## config.mk

```make
export PLATFORM = sky130hd
export DESIGN_NAME = led_matrix_scanner
export DESIGN_NICKNAME = d
export VERILOG_FILES = /design/src/rtl/gol_pkg.sv /design/src/rtl/tick_counter.sv /design/src/rtl/led_matrix_scanner.sv
export SDC_FILE = /design/constraint.sdc
export NUM_CORES = 1
export LEC_CHECK = 0
export BUFFER_PORTS_ARGS = -buffer_cell sky130_fd_sc_hd__buf_2
export CAP_MARGIN = 20
export CORE_MARGIN = 4
export CORE_UTILIZATION = 58
export CTS_BUF_LIST = sky130_fd_sc_hd__clkbuf_4 sky130_fd_sc_hd__clkbuf_8
export CTS_CLUSTER_SIZE = 10
export DETAILED_ROUTE_END_ITERATION = 10
export GPL_ROUTABILITY_DRIVEN = 1
export GPL_TIMING_DRIVEN = 0
export PLACE_DENSITY_LB_ADDON = 0.25
export SLEW_MARGIN = 40
export SYNTH_ARGS = -nofsm -noshare
export SYNTH_HDL_FRONTEND = slang
export SYNTH_SLANG_ARGS = --single-unit
```

## constraint.sdc

```tcl
create_clock -name clk -period 3.1 [get_ports clk]
set_input_delay 0.155 -clock clk [delete_from_list [all_inputs] [get_ports clk]]
set_output_delay 0.155 -clock clk [all_outputs]
set_load 0.02 [all_outputs]
```

## src/rtl/gol_pkg.sv

```systemverilog
// Shared Game of Life board geometry and LED scanner state encoding.
package gol_pkg;

  localparam int GOL_ROWS  = 8;
  localparam int GOL_COLS  = 8;
  localparam int GOL_CELLS = 64;

  typedef enum logic [1:0] {
    IDLE  = 2'd0,
    SCAN  = 2'd1,
    BLANK = 2'd2
  } scan_state_t;

endpackage

```

## src/rtl/tick_counter.sv

```systemverilog
// Up-counter from 0 to N-1 with synchronous clear, count enable and terminal flag.
module tick_counter #(
  parameter int N = 4
) (
  input  logic clk,
  input  logic reset,
  input  logic clear,
  input  logic en,
  output logic terminal
);

  localparam int W = (N > 1) ? $clog2(N) : 1;
  localparam logic [W-1:0] LAST = W'(N - 1);

  logic [W-1:0] count_r;

  assign terminal = (count_r == LAST);

  // Count while enabled; restart from zero after the terminal value or on clear.
  always_ff @(posedge clk or posedge reset) begin
    if (reset) begin
      count_r <= {W{1'b0}};
    end else if (clear) begin
      count_r <= {W{1'b0}};
    end else if (en) begin
      if (terminal) begin
        count_r <= {W{1'b0}};
      end else begin
        count_r <= count_r + W'(1);
      end
    end else begin
      count_r <= count_r;
    end
  end

endmodule

```

## src/rtl/led_matrix_scanner.sv

```systemverilog
// Row-scanned 8x8 LED driver for the Game of Life board; shows a shadow copy
// of the board and paces the game with a gen_step pulse every N frames.
module led_matrix_scanner
  import gol_pkg::*;
#(
  parameter int DWELL_CYCLES   = 1000,
  parameter int BLANK_CYCLES   = 16,
  parameter int FRAMES_PER_GEN = 30
) (
  input  logic                 clk,
  input  logic                 reset,
  input  logic                 enable,
  input  logic [GOL_CELLS-1:0] board_in,
  output logic [GOL_ROWS-1:0]  row_sel,
  output logic [GOL_COLS-1:0]  col_data,
  output logic                 gen_step,
  output logic                 frame_done
);

  localparam int FW = (FRAMES_PER_GEN > 1) ? $clog2(FRAMES_PER_GEN) : 1;
  localparam logic [FW-1:0] FRAME_LAST = FW'(FRAMES_PER_GEN - 1);
  localparam logic [2:0]    LAST_ROW   = 3'd7;

  scan_state_t          state_r;
  logic [2:0]           row_r;
  logic [FW-1:0]        frame_r;
  logic [GOL_CELLS-1:0] shadow_r;

  logic dwell_term_s;
  logic blank_term_s;
  logic in_scan_s;
  logic in_blank_s;
  logic frame_end_s;
  logic gen_due_s;

  assign in_scan_s   = (state_r == SCAN);
  assign in_blank_s  = (state_r == BLANK);
  assign frame_end_s = in_blank_s && blank_term_s && (row_r == LAST_ROW);
  assign gen_due_s   = frame_end_s && (frame_r == FRAME_LAST);

  tick_counter #(.N(DWELL_CYCLES)) u_dwell (
    .clk      (clk),
    .reset    (reset),
    .clear    (!in_scan_s),
    .en       (in_scan_s),
    .terminal (dwell_term_s)
  );

  tick_counter #(.N(BLANK_CYCLES)) u_blank (
    .clk      (clk),
    .reset    (reset),
    .clear    (!in_blank_s),
    .en       (in_blank_s),
    .terminal (blank_term_s)
  );

  // Output decode uses only registered state so board_in never reaches the LEDs.
  always_comb begin
    row_sel    = {GOL_ROWS{1'b0}};
    col_data   = {GOL_COLS{1'b0}};
    frame_done = frame_end_s;
    gen_step   = gen_due_s;
    if (in_scan_s) begin
      row_sel  = 8'h01 << row_r;
      col_data = shadow_r[{row_r, 3'b000} +: 8];
    end else begin
      row_sel  = {GOL_ROWS{1'b0}};
      col_data = {GOL_COLS{1'b0}};
    end
  end

  // Scan sequencing, frame pacing and shadow capture at generation boundaries.
  always_ff @(posedge clk or posedge reset) begin
    if (reset) begin
      state_r  <= IDLE;
      row_r    <= 3'd0;
      frame_r  <= {FW{1'b0}};
      shadow_r <= {GOL_CELLS{1'b0}};
    end else begin
      case (state_r)
        IDLE: begin
          if (enable) begin
            shadow_r <= board_in;
            row_r    <= 3'd0;
            frame_r  <= {FW{1'b0}};
            state_r  <= SCAN;
          end
        end
        SCAN: begin
          if (dwell_term_s) begin
            state_r <= BLANK;
          end
        end
        BLANK: begin
          if (blank_term_s) begin
            if (row_r != LAST_ROW) begin
              row_r   <= row_r + 3'd1;
              state_r <= SCAN;
            end else begin
              // A pending generation step fires even when the scan is stopping.
              if (gen_due_s) begin
                shadow_r <= board_in;
                frame_r  <= {FW{1'b0}};
              end else if (enable) begin
                frame_r <= frame_r + FW'(1);
              end else begin
                frame_r <= frame_r;
              end
              row_r   <= 3'd0;
              state_r <= enable ? SCAN : IDLE;
            end
          end
        end
        default: begin
          state_r <= IDLE;
        end
      endcase
    end
  end

endmodule

```

==> flow_summary.yaml <==
run_status:
  status: "complete, no violations"
critical_path:
  critPathMostFrequentCell: "buf_2"
  crit_required_ns: 2.94
  cp.arrival_ns: 2.25
  startpoint_type: "register"
  critical_path.startpoint: "row_r[0]$_DFFE_PP0P_"
  worst_path_max_delay_cell: "mux4_2"
  setup.worst_path.end_class: "output pin"
  timing.rr.start: "row_r[0]$_DFFE_PP0P_"
  crit_path_max_incr_delay_ns: 0.56
  path_cells: "buf_2, buf_4, mux4_2, nand2_1, a21oi_1, buf_2"
  criticalPathCategory: "register to output pin"
  worstPathMaxFanout: 10
global_routing:
  grt_pass1_wl_um: 16000
  grt_max_degree: 51
  grt_pass1_vias: 3126
  gr-usage-all-layers: 0.214
  grt-ovfl-total: 0
  antenna_found_initial: 0
yosys:
  synth_seq_area_share: 0.483
  synth_area_leaders: "dfrtp_1, mux2_4, mux4_2"
  yosysWarnings: 0
  syn-num-nets: 399
  async_flop_share: 1.00
  yosysTopAreaCellShare: 0.483
  ys_types: 44
  synth_most_common_cell: "dfrtp_1"
  synth_area_per_cell_sq_um: 14.2
  yosys-top-cells-count: "dfrtp_1, mux2_4, nand2_1"
  synth_top_area_cell: "dfrtp_1"
  netlist_instances: 322
  synth_seq_cells: 88
  synthesis.area_sq_um: 4560
  synth_flop_cell: "dfrtp_1"
  synth_enable_flop_cells: 0
clock_tree:
  cts.sinks: 88
  cts_max_path_buffers: 2
  h-tree-depth: 3
  cts-root-buf: "clkbuf_8"
  tritoncts: "done"
  numCtsBuffers: 9
  clk_pin_slew_worst_paths_ns: 0.09
  postCtsSetupBuffers: 0
  clkLatencyLatePin_ns: 0.36
detailed_routing:
  vias_per_cell: 5.48
  vias: 2883
  drc: 0
  ant_nets: 0
  routed_wire_length_per_instance_um: 17.9
  drt_iter0_drc: 84
  drt_pre_antenna_iters: 4
  routed_wl_um: 9440
placement:
  placed_area_sq_um: 5140
  hpwl_um: 6890
  dp_cells: 509
  io_buffers: 84
  pre_cts_slack_ns: 1.06
  place_congestion: 0.850
sta:
  drv_slew: 0
  period_needed_ns: 2.40
  setup_slack_ns: 0.695
  hold_violations: 0
  fmax_mhz: 416
  max_slew_margin: 0.577
  finalSetupViolations: 0
  fin_tns_setup_ns: 0
  tightest_slew_ns: 0.630
  rsz0062_at_grt: "false"
  period_share: 0.776
  fin_skew_ns: 0.00999
pwr:
  p_leak_nw: 2.67
  p_per_area_nw_per_um2: 406
  ir_drop_uv: 328
  total_power_mw: 2.19
floorplan:
  fp-row-count: 32
  die-area_sq_um: 9340
  fp.dieW_um: 96.7
  core_sq_um: 7690
  start_util: 0.593
  die_h_um: 96.7
  ios: 85
finish:
  layout-drive-gt1-share: 0.469
  synthToLayoutAreaGrowth_pct: 18.4
  fin_area_sq_um: 5400
  layout.nets: 496
  diodes: 0
  stdcell_count: 526
min_path:
  min_from: "board_in[46]"
  holdCritPathClass: "input port to register"
flow_run:
  cap_violations: 0
## stage by stage
stage | hold WS, ns | util
final | 0.0198 | 0.702
after detailed placement | 0.185 | 0.668
after floorplan | 0.282 | -
after CTS | 0.0000910 | 0.702
after global placement | 0.382 | 0.664
after global routing | 0.00105 | 0.702
## sequential cells by signal, indices dropped and copies added, names as in the netlist
name and count:
frame_r 5, row_r 3, shadow_r 64, state_r 2, u_blank.count_r 4, u_dwell.count_r 10
## worst max-delay path, delay by kind of cell, from the launching register on
family | cells | cell delay (ns)
and+or+nand+nor | 1 | 0.09
buffers and inverters | 3 | 0.78
muxes | 1 | 0.56
AOI/OAI and AO/OA | 1 | 0.08
DFF | 1 | 0.39
## logic make-up (layout without fill, tap and decap cells)
kind of cell | Yosys count | in the layout | synth area share
flip-flops | 88 | 88 | 0.483
multiplexers | 83 | 83 | 0.294
AND/OR/NAND/NOR | 76 | 76 | 0.0865
AO/OA/AOI/OAI | 28 | 28 | 0.0420
buffers and inverters | 28 | 130 | 0.0500
adder cells (fa/ha/maj) | 10 | 10 | 0.0274
XOR/XNOR | 9 | 9 | 0.0173
## timing repair
item / CTS / global route
hold buffers: 1 / 0
hold endpoints to repair: 38 / 0
endpoints found under the setup margin: 0 / 0
resized for setup: 0 / 0
## final timing paths
| check | endpoint | slack, ns | cells past startpoint |
|---|---|---|---|
| min in group asynchronous | u_dwell.count_r[7]$_DFF_PP0_ | 0.34 | 3 |
| min | shadow_r[46]$_DFFE_PP0P_ | 0.02 | 2 |
| min reg2reg | shadow_r[43]$_DFFE_PP0P_ | 0.49 | 1 |
| max reg2reg | shadow_r[26]$_DFFE_PP0P_ | 1.04 | 8 |
| max | col_data[6] | 0.70 | 6 |
| max in group asynchronous | shadow_r[43]$_DFFE_PP0P_ | 2.18 | 4 |
## where the power goes
part,total [mW],internal [mW],switching (mW)
Combinational,0.0767,0.0369,0.0398
Sequential,1.15,1.15,0
Clock,0.969,0.567,0.402
Total,2.19,1.75,0.442
## cell usage in the layout, fill, tap and decap left out, drive strengths merged, types with 5 or more instances in the layout
master	n
nand3	5
nand2	21
nor2	19
xnor2	7
mux2	66
inv	13
dfrtp	88
and3	11
ha	10
clkbuf	14
nand4	6
buf	97
o21ai	6
a21oi	10
nor3	6
mux4	16
## cell type report
| class | instances | area, sq um |
|---|---|---|
| clock inverter | 5 | 104 |
| fill | 557 | 2290 |
| tap | 102 | 128 |
| multi-input combinational | 206 | 2130 |
| timing repair buffer | 86 | 458 |
| clock buffer | 11 | 145 |
| inverter | 13 | 53.8 |
| sequential | 88 | 2200 |
| buffer | 15 | 179 |
## metal layers
| metal | track usage | vias up | part of all wire |
|---|---|---|---|
| met5 | 0 | - | 0 |
| met4 | 0.0551 | 0 | 0.012 |
| met3 | 0.0526 | 12 | 0.043 |
| met2 | 0.355 | 64 | 0.50 |
| met1 | 0.285 | 1450 | 0.45 |
| li1 | - | 1357 | - |
Note: power is estimated with default switching activity, not from simulation.
